$ cat src/rtl/fir_stream_pkg.sv
// Shared types and width helpers for the FIR stream driver and its FIFO.
package fir_stream_pkg;

    typedef enum logic [1:0] {
        IDLE  = 2'd0,
        WAIT  = 2'd1,
        DRAIN = 2'd2
    } state_t;

    localparam int DEF_WIDTH  = 16;
    localparam int DEF_LENGTH = 64;

    // Full-precision accumulator width of a LENGTH-tap filter on WIDTH-bit data.
    function automatic int acc_width(input int width, input int length);
        return 2 * width + $clog2(length);
    endfunction

    localparam int DEF_ACC_W = acc_width(DEF_WIDTH, DEF_LENGTH);

endpackage

$ cat src/rtl/fir_stream_driver_if.sv
// Bundles the upstream sample stream, the filter-core handshake and the downstream result stream.
interface fir_stream_driver_if
    import fir_stream_pkg::*;
#(
    parameter int WIDTH = DEF_WIDTH,
    parameter int ACC_W = DEF_ACC_W
) ();

    logic [WIDTH-1:0] s_data;
    logic             s_valid;
    logic             s_ready;
    logic [WIDTH-1:0] fir_input;
    logic             fir_input_valid;
    logic             fir_ready_for_input;
    logic [ACC_W-1:0] fir_output;
    logic             fir_output_valid;
    logic [ACC_W-1:0] m_data;
    logic             m_valid;
    logic             m_ready;

    modport master (
        input  s_data, s_valid,
        output s_ready,
        output fir_input, fir_input_valid,
        input  fir_ready_for_input, fir_output, fir_output_valid,
        output m_data, m_valid,
        input  m_ready
    );

    modport slave (
        output s_data, s_valid,
        input  s_ready,
        input  fir_input, fir_input_valid,
        output fir_ready_for_input, fir_output, fir_output_valid,
        input  m_data, m_valid,
        output m_ready
    );

endinterface

$ cat src/rtl/fir_stream_fifo.sv
// Small synchronous sample FIFO; head is readable combinationally so the issuing edge can latch it.
module fir_stream_fifo
    import fir_stream_pkg::*;
#(
    parameter int WIDTH = DEF_WIDTH,
    parameter int DEPTH = 4
) (
    input  logic             clk,
    input  logic             rst,
    input  logic             push,
    input  logic [WIDTH-1:0] push_data,
    input  logic             pop,
    output logic [WIDTH-1:0] head,
    output logic             full,
    output logic             empty,
    output logic [DEPTH-1:0] count
);

    localparam int PTR_W = $clog2(DEPTH);

    logic [PTR_W-1:0] wr_ptr_reg;
    logic [PTR_W-1:0] rd_ptr_reg;
    logic [DEPTH-1:0] count_reg;
    logic [WIDTH-1:0] entries [DEPTH];
    logic             wr_en;
    logic             rd_en;

    assign full  = (count_reg == DEPTH'(DEPTH));
    assign empty = (count_reg == '0);
    assign count = count_reg;
    assign head  = entries[rd_ptr_reg];

    // A full FIFO refuses pushes even when a pop happens in the same cycle.
    assign wr_en = push && !full;
    assign rd_en = pop && !empty;

    for (genvar gi = 0; gi < DEPTH; gi++) begin : g_entry
        logic [WIDTH-1:0] entry_reg;
        always_ff @(posedge clk) begin
            if (wr_en && (wr_ptr_reg == PTR_W'(gi))) begin
                entry_reg <= push_data;
            end
        end
        assign entries[gi] = entry_reg;
    end

    always_ff @(posedge clk or posedge rst) begin
        if (rst) begin
            wr_ptr_reg <= '0;
            rd_ptr_reg <= '0;
            count_reg  <= '0;
        end else begin
            if (wr_en) wr_ptr_reg <= wr_ptr_reg + 1'b1;
            if (rd_en) rd_ptr_reg <= rd_ptr_reg + 1'b1;
            case ({wr_en, rd_en})
                2'b10:   count_reg <= count_reg + 1'b1;
                2'b01:   count_reg <= count_reg - 1'b1;
                default: count_reg <= count_reg;
            endcase
        end
    end

endmodule

$ cat src/rtl/fir_stream_driver.sv
// Feeds buffered samples to the FIR core one at a time and hands each result downstream,
// with a watchdog on the filter response and a count of delivered results.
module fir_stream_driver
    import fir_stream_pkg::*;
#(
    parameter int WIDTH      = DEF_WIDTH,
    parameter int LENGTH     = DEF_LENGTH,
    parameter int ACC_W      = acc_width(WIDTH, LENGTH),
    parameter int FIFO_DEPTH = 4,
    parameter int TIMEOUT    = 256,
    parameter int CNT_W      = 32
) (
    input  logic                 clk,
    input  logic                 rst,
    fir_stream_driver_if.master  bus,
    output logic                 busy,
    output logic                 timeout_err,
    input  logic                 clear_err,
    output logic [CNT_W-1:0]     sample_count
);

    localparam int WD_W = $clog2(TIMEOUT);

    state_t                  state_reg;
    logic [WIDTH-1:0]        fir_input_reg;
    logic                    fir_input_valid_reg;
    logic [ACC_W-1:0]        m_data_reg;
    logic                    m_valid_reg;
    logic                    timeout_err_reg;
    logic [CNT_W-1:0]        sample_count_reg;
    logic [WD_W-1:0]         watchdog_reg;
    logic                    prev_valid_reg;

    logic [WIDTH-1:0]        fifo_head;
    logic                    fifo_full;
    logic                    fifo_empty;
    logic [FIFO_DEPTH-1:0]   fifo_count;
    logic                    issue;
    logic                    rise;

    assign issue = (state_reg == IDLE) && !fifo_empty && bus.fir_ready_for_input;
    assign rise  = bus.fir_output_valid && !prev_valid_reg;

    fir_stream_fifo #(
        .WIDTH (WIDTH),
        .DEPTH (FIFO_DEPTH)
    ) u_fifo (
        .clk       (clk),
        .rst       (rst),
        .push      (bus.s_valid),
        .push_data (bus.s_data),
        .pop       (issue),
        .head      (fifo_head),
        .full      (fifo_full),
        .empty     (fifo_empty),
        .count     (fifo_count)
    );

    assign bus.s_ready         = !fifo_full;
    assign bus.fir_input       = fir_input_reg;
    assign bus.fir_input_valid = fir_input_valid_reg;
    assign bus.m_data          = m_data_reg;
    assign bus.m_valid         = m_valid_reg;
    assign timeout_err         = timeout_err_reg;
    assign sample_count        = sample_count_reg;
    assign busy                = (state_reg != IDLE) || (fifo_count != '0);

    always_ff @(posedge clk or posedge rst) begin
        if (rst) begin
            state_reg           <= IDLE;
            fir_input_reg       <= '0;
            fir_input_valid_reg <= 1'b0;
            m_data_reg          <= '0;
            m_valid_reg         <= 1'b0;
            timeout_err_reg     <= 1'b0;
            sample_count_reg    <= '0;
            watchdog_reg        <= '0;
            prev_valid_reg      <= 1'b0;
        end else begin
            // Tracked in every state so a level held over from the last result never re-triggers.
            prev_valid_reg <= bus.fir_output_valid;
            if (clear_err) timeout_err_reg <= 1'b0;

            case (state_reg)
                IDLE: begin
                    if (issue) begin
                        fir_input_reg       <= fifo_head;
                        fir_input_valid_reg <= 1'b1;
                        watchdog_reg        <= '0;
                        state_reg           <= WAIT;
                    end
                end
                WAIT: begin
                    fir_input_valid_reg <= 1'b0;
                    if (rise) begin
                        m_data_reg  <= bus.fir_output;
                        m_valid_reg <= 1'b1;
                        state_reg   <= DRAIN;
                    end else if (watchdog_reg == WD_W'(TIMEOUT - 1)) begin
                        timeout_err_reg <= 1'b1;
                        state_reg       <= IDLE;
                    end else begin
                        watchdog_reg <= watchdog_reg + 1'b1;
                    end
                end
                DRAIN: begin
                    if (m_valid_reg && bus.m_ready) begin
                        m_valid_reg      <= 1'b0;
                        sample_count_reg <= sample_count_reg + 1'b1;
                        state_reg        <= IDLE;
                    end
                end
                default: state_reg <= IDLE;
            endcase
        end
    end

endmodule

$ cat src/flat_wrapper.sv
// flat-port wrapper written by rule: the top's interface ports become plain ports
module fir_stream_driver_flat import fir_stream_pkg::*;
#(
    parameter int WIDTH      = DEF_WIDTH,
    parameter int LENGTH     = DEF_LENGTH,
    parameter int ACC_W      = acc_width(WIDTH, LENGTH),
    parameter int FIFO_DEPTH = 4,
    parameter int TIMEOUT    = 256,
    parameter int CNT_W      = 32
)
  (clk, rst, busy, timeout_err, clear_err, sample_count, bus_s_data, bus_s_valid, bus_s_ready, bus_fir_input, bus_fir_input_valid, bus_fir_ready_for_input, bus_fir_output, bus_fir_output_valid, bus_m_data, bus_m_valid, bus_m_ready);
  fir_stream_driver_if #(.WIDTH(WIDTH), .ACC_W(ACC_W)) bus_i ();
  input  logic clk;
  input  logic rst;
  output logic busy;
  output logic timeout_err;
  input  logic clear_err;
  output logic [CNT_W-1:0] sample_count;
  input wire logic [$bits(bus_i.s_data)-1:0] bus_s_data;
  input wire logic [$bits(bus_i.s_valid)-1:0] bus_s_valid;
  output wire logic [$bits(bus_i.s_ready)-1:0] bus_s_ready;
  output wire logic [$bits(bus_i.fir_input)-1:0] bus_fir_input;
  output wire logic [$bits(bus_i.fir_input_valid)-1:0] bus_fir_input_valid;
  input wire logic [$bits(bus_i.fir_ready_for_input)-1:0] bus_fir_ready_for_input;
  input wire logic [$bits(bus_i.fir_output)-1:0] bus_fir_output;
  input wire logic [$bits(bus_i.fir_output_valid)-1:0] bus_fir_output_valid;
  output wire logic [$bits(bus_i.m_data)-1:0] bus_m_data;
  output wire logic [$bits(bus_i.m_valid)-1:0] bus_m_valid;
  input wire logic [$bits(bus_i.m_ready)-1:0] bus_m_ready;
  assign bus_i.s_data = bus_s_data;
  assign bus_i.s_valid = bus_s_valid;
  assign bus_s_ready = bus_i.s_ready;
  assign bus_fir_input = bus_i.fir_input;
  assign bus_fir_input_valid = bus_i.fir_input_valid;
  assign bus_i.fir_ready_for_input = bus_fir_ready_for_input;
  assign bus_i.fir_output = bus_fir_output;
  assign bus_i.fir_output_valid = bus_fir_output_valid;
  assign bus_m_data = bus_i.m_data;
  assign bus_m_valid = bus_i.m_valid;
  assign bus_i.m_ready = bus_m_ready;
  fir_stream_driver #(.WIDTH(WIDTH), .LENGTH(LENGTH), .ACC_W(ACC_W), .FIFO_DEPTH(FIFO_DEPTH), .TIMEOUT(TIMEOUT), .CNT_W(CNT_W)) u_core (.clk(clk), .rst(rst), .bus(bus_i), .busy(busy), .timeout_err(timeout_err), .clear_err(clear_err), .sample_count(sample_count));
endmodule
$ cat config.mk
export PLATFORM = sky130hd
export DESIGN_NAME = fir_stream_driver_flat
export DESIGN_NICKNAME = d
export VERILOG_FILES = /design/src/rtl/fir_stream_pkg.sv /design/src/rtl/fir_stream_driver_if.sv /design/src/rtl/fir_stream_fifo.sv /design/src/rtl/fir_stream_driver.sv /design/src/flat_wrapper.sv
export SDC_FILE = /design/constraint.sdc
export NUM_CORES = 1
export LEC_CHECK = 0
export CORE_MARGIN = 2
export CORE_UTILIZATION = 28
export CTS_CLUSTER_SIZE = 30
export DETAILED_ROUTE_END_ITERATION = 16
export PLACE_DENSITY = 0.59
export SYNTH_ARGS = -nofsm -noshare
export SYNTH_HDL_FRONTEND = slang
export SYNTH_SLANG_ARGS = --single-unit
$ cat constraint.sdc
create_clock -name clk -period 3.95 [get_ports clk]
set_input_delay 0.5925 -clock clk [delete_from_list [all_inputs] [get_ports clk]]
set_output_delay 0.5925 -clock clk [all_outputs]
set_load 0.02 [all_outputs]
After elaboration in Yosys (flattened, before gate mapping)
Index checks and enable logic that the tools add are counted.
- register bits: 172
- bits of input ports: 61
- output and inout bits: 91
- add/subtract/negate cells: 6
- order comparisons: 1
- eq/ne operators: 15
- muxes and demuxes: 22
- bitwise gates (word level): 1
- reduce and logical (&&, ||, !) cells: 29
- operator list (cell ; count):
    $add A32 B1 Y32 const B ; 1
    $bmux W16 S2 ; 1
    $mux W16 ; 2
    $mux W8 ; 3
    $pmux W8 S2 ; 1
    $logic_and A1 B1 Y1 ; 10
    $add A8 B1 Y8 const B ; 1
    $eq A2 B2 Y1 const B ; 4
    $eq A8 B8 Y1 const B ; 1
    $mux W2 ; 4
    $pmux W4 S2 ; 1
    $reduce_and A2 Y1 ; 4
    $reduce_bool A2 Y1 ; 4
    $mux W1 ; 7
    $eq A2 B1 Y1 const B ; 3
    $ne A2 B2 Y1 const B ; 3
    $pmux W2 S3 ; 1
    $reduce_and A3 Y1 ; 2
    $add A2 B1 Y2 const B ; 2
    $add A4 B1 Y4 const B ; 1
    $eq A4 B3 Y1 const B ; 1
    $logic_not A2 Y1 ; 2
    $logic_not A4 Y1 ; 1
    $ne A2 B1 Y1 const B ; 2
    9 further kinds ; 12

Longest topological paths before layout
- word-level depth: 7
- depth in mapped cells: 14
- mapped depth without buffers: 12

Cells and area by module
A second synthesis with hierarchy kept.
- cells, all modules: 491
- area total of the unflattened synthesis: 7123.1 µm²
- by module, submodules not included (module ; times used ; cells each ; area each (µm²)):
    fir_stream_driver ; 1 ; 350 ; 4182.8
    fir_stream_fifo ; 1 ; 141 ; 2940.3

Least setup slack after synthesis
OpenSTA, ideal clock, no wires.
- path kind: reg-to-reg
- from: register u_core.u_fifo.count_reg[1], in the netlist u_core.u_fifo.count[1]
- to: register u_core.u_fifo.count_reg[2], in the netlist u_core.u_fifo.count[2]
- library setup time: 0.125 ns
- arrival time: 2.622 ns
- path slack: 1.203 ns
- cell stages (with the launch flop): 14
- buffers on the path: 3
- cells stage by stage: dfrtp_1 clkbuf_1 nor4_1 or2_2 buf_2 inv_2 buf_1 ha_1 xor2_1 ha_1 a21oi_1 xor2_1 nor2_1 xor2_1
- longest elaborated chain between the ends: 7
- elaborated cells on any way between the ends: 14
- ends and longest elaborated chain (item ; RTL line ; text):
    start: declaration ; fir_stream_fifo.sv:23 ; logic [DEPTH-1:0] count_reg;
    start signal: assignment ; fir_stream_fifo.sv:56 ; 2'b10: count_reg <= count_reg + 1'b1;
    start signal: assignment ; fir_stream_fifo.sv:57 ; 2'b01: count_reg <= count_reg - 1'b1;
    start signal: assignment ; fir_stream_fifo.sv:58 ; default: count_reg <= count_reg;
    $logic_not A4 Y1 (*) ; fir_stream_fifo.sv:29 ; assign empty = (count_reg == '0);
    $logic_not A1 Y1 (*) ; fir_stream_fifo.sv:35, fir_stream_driver.sv:41 ;
    $logic_and A1 B1 Y1 (2 in series) ; fir_stream_driver.sv:41 ; assign issue = (state_reg == IDLE) && !fifo_empty && bus.fir_ready_for_input;
    $logic_and A1 B1 Y1 (*) ; fir_stream_fifo.sv:35 ; assign rd_en = pop && !empty;
    named net u_core.u_fifo.rd_en ; fir_stream_fifo.sv:26 ; logic rd_en;
    $eq A2 B1 Y1 / $eq A2 B2 Y1 (equally long branches) ; fir_stream_fifo.sv:55 ; case ({wr_en, rd_en})
    $pmux W4 S2 / $reduce_bool A2 Y1 (equally long branches) ; - ;
Mark *: on every way through the listed nets, which the timed path passes. The rest lies on a longest branch.
A chain may end at the register's enable or synchronous reset.

Worst setup path after layout
- from: register u_core.u_fifo.count_reg[1], in the netlist u_core.u_fifo.count[1]
- to: register u_core.u_fifo.count_reg[2], in the netlist u_core.u_fifo.count[2]
- longest elaborated chain between the ends: 7
- elaborated cells on any way between the ends: 14
- ends and longest elaborated chain (item ; RTL line):
    $logic_not A4 Y1 ; fir_stream_fifo.sv:29
    $logic_not A1 Y1 ; fir_stream_fifo.sv:35, fir_stream_driver.sv:41
    $logic_and A1 B1 Y1 (2 in series) ; fir_stream_driver.sv:41
    $logic_and A1 B1 Y1 ; fir_stream_fifo.sv:35
    $eq A2 B1 Y1 / $eq A2 B2 Y1 (equally long branches) ; fir_stream_fifo.sv:55
    $pmux W4 S2 / $reduce_bool A2 Y1 (equally long branches) ; -
Parallel ways exist; a longest one is shown, timed or not.

==> impl_results.md <==
- Status: finished, final reports clean
- CP Launch Type: flip-flop
- # nets final: ~800
- Total GRT Usage: 12.38%
- Area grow syn2layout: 33.67%
- Hold-critical path depth: 1
- Mean post-synth cell area: between 10 and 15 µm²
- HPWL after DPL: 10850 µm
- Largest net degree at the start of global routing: 56
- Fin. Hold Viols: 0
- Ranking of synthesized cells by area: dfrtp_1, edfxtp_1, nand2_1
- Reg-to-reg critical path startpoint: u_core.u_fifo.count[1]
- Crit path top cell by count: xor2_1
- IO Pins: around 150
- Internal: approximately 0.0043 W
- Worst hold start: u_core.sample_count[31]
- Tcrit/Tclk final: between 70% and 80%
- Num rows: 58
- Hold endpoint: u_core.sample_count[31]
- FMAX: roughly 0.33 GHz
- Met3 Usage GRT: roughly 3.4%
- Remaining global-route overflow: 0
- GP Congestion: between 0.7 and 0.8
- Synth top area share: between 30% and 40%
- Number of CTS-inserted buffers: 17
- Unrepaired setup endpoints after global routing: no
- GR Layer Usage met2: about a fifth
- Combinational power share: around 34%
- Drt drc: 0
- Drt total wl: 16050 µm
- PwrDens: between 600 and 700 nW/µm²
- Hold Path Class: reg2reg
- Clock Pin Slew Worst Setup and Hold Paths: 0.07 ns
- PortBufs: between 150 and 200
- DR vias: between 4000 and 5000
- Cell with the most instances after synthesis: nand2_1
- Mapped Nets: between 600 and 700
- Initial antenna violation count: 0
- Htree depth: 4
- CP bufs+invs: 1
- # diodes: 0
- Vias per cell: ~4.4
- Drt first pass iters: 4
- CORE AREA: 25110 µm²
- Postcts setup bufs: 0
- Maximum VDD drop: about 0.32 mV
- PostCTS Resize Cnt: 0
- Met1 Use GR: 15.61%
- CTS Sinks: 172
- Most used routing layer: met2
- Cell type with the largest total area after synthesis: dfrtp_1
- DIE HEIGHT: around 160 µm
- Final setup violating endpoints: 0
- Cts hold-fix bufs: 0
- Initial core utilization: 28.42%
- Max Cap Viol: 0
- Register share of total power: about two fifths
- FFs w/ async S/R, synth: between 60% and 70%
- Clk root buf: clkbuf_16
- R2R cell count: 10
- Register area: ~4600 µm²
- Final core utilization: between 30 and 40%
- Max-slew violation count: 0
- Share of cells above drive strength 1: around 8.6%
- Number of synthesized flops with an enable pin: 64
- Post-DRT Antenna Nets: 0
- First DRT Iteration DRCs: approximately 240
- Final Skew: between 0.01 and 0.015 ns
- Sequential share of the synthesized area: approximately two thirds
- Slowest CP cell: nor4_1
- Net Switching: ~0.0023 W
- Mapped Area: 7136 µm²
- Clock insertion delay at the later pin of the skew report: 0.42 ns
- Worst-margin pin slew: between 0.8 and 0.9 ns
- Worst Path Arrival: ~3.4 ns
- Die area: about 27000 µm²
- Crit end category: flip-flop
- Worst reg-to-reg setup slack: 0.89 ns
- Critical path required time: ~4.3 ns
- Lkg Pwr: about 4 nW
- TritonCTS clock tree: done
- Syn. warnings: 0
- Worst-path maximum fanout: 20
- Critical path's largest stage delay: ~0.53 ns
- Clk buf depth: 2
- Post-DR wirelength/cell: roughly 15 µm
- Ys flop type: dfrtp_1
- Filler cells: 2468
- Global-route wire length before repair: between 20000 and 30000 µm
- Normalized max-slew margin: roughly two fifths
- Post-route minimum period: 3.056 ns
- Setup TNS Final: 0 ns
- Most frequent cells after synthesis: nand2_1, dfrtp_1, edfxtp_1
- Vias in the first global route: about 4800
- Worst path top cell family by delay: simple AND/OR/NAND/NOR gates
- Clk pwr share: 24.2%
- Synthesis-stage register bit count: 172
- Distinct cells, synth: 48
- Largest register FFs: between 60 and 70
- Multi-input gate area: ~2400 µm²
- Kind of critical path: reg2reg
- RR Endpoint: u_core.u_fifo.count[2]
- Cells along the critical path: nor4_1 > or2_2 > inv_2 > ha_1 > xor2_1 > ha_1 > a21oi_1 > xor2_1 > nor2_1 > xor2_1
- Mapped Cells: approximately 580
- Sw Ratio: between 30% and 40%
- Die W: about 160 µm
worst max path at each step:
stage / start / end / depth (start not counted)
final: u_core.u_fifo.count[1] / u_core.u_fifo.count[2] / 10
after global routing: u_core.u_fifo.count[1] / u_core.u_fifo.count[2] / 10
after CTS: u_core.u_fifo.count[1] / u_core.u_fifo.count[2] / 10
after detailed placement: bus_fir_ready_for_input / u_core.u_fifo.count[2] / 11
after global placement: bus_fir_ready_for_input / u_core.u_fifo.count[2] / 11
after floorplan: rst / u_core.bus.fir_input[0] / 1
power groups by stage:
stage / registers [W] / clock network, W / logic, W
2_1_floorplan: 0.00299 / 0 / 0.00105
3_3_place_gp: 0.00274 / 0 / 0.00228
3_5_place_dp: 0.00276 / 0 / 0.00230
4_1_cts: 0.00273 / 0.00165 / 0.00231
5_1_grt: 0.00280 / 0.00172 / 0.00250
6_report: 0.00272 / 0.00159 / 0.00226
logic make-up (layout without fill, tap and decap cells):
logic type	after synthesis	count (layout)	share of synthesized area, %
simple gates	276	276	17.62
xor+xnor	40	40	4.910
buf+inv	36	198	2.227
flops	172	172	64.81
mux	23	23	6.120
compound gates	21	21	2.034
fa+ha+maj	13	13	2.280
per-layer routing:
layer  vias to the layer above  wire length (µm)
met4                         0               205
met5                         -                 0
li1                       2300                 -
met3                        15               777
met1                      2278              7115
met2                       111              7949
layout make-up:
cell class              count  share of cell area (%)
flip-flops and latches    172                   48.48
clock buffers              17                   4.460
clock inverters            15                   1.351
repair buffers            154                   16.21
multi-input cells         373                   24.66
inverters                  12                  0.4985
well taps                 330                   4.329
cells in the final DEF (no fill, tap or decap), types with 7 or more instances in the layout:
master	count
nand2_1	191
clkdlybuf4s50_1	151
dfrtp_1	108
edfxtp_1	64
xor2_1	26
clkbuf_16	17
mux4_2	16
xnor2_1	14
ha_1	13
nand3_1	12
nor4_1	11
nor3_1	11
inv_1	10
nor2_1	8
and3_1	7
nand4_1	7
through the flow:
step,worst slack (ns),instance area (µm²),power (W),instances,hold WS (ns)
after floorplan,0.5119,7136,0.004044,581,0.4653
after global placement,0.7035,8984,0.005029,1041,0.4567
after detailed placement,0.6937,8984,0.005062,1041,0.4610
after CTS,0.8354,9538,0.006688,1073,0.4774
after global routing,0.5632,9538,0.007026,1073,0.4903
final,0.8940,9538,0.006572,1073,0.4707
Power figures use the tool's default switching activity.
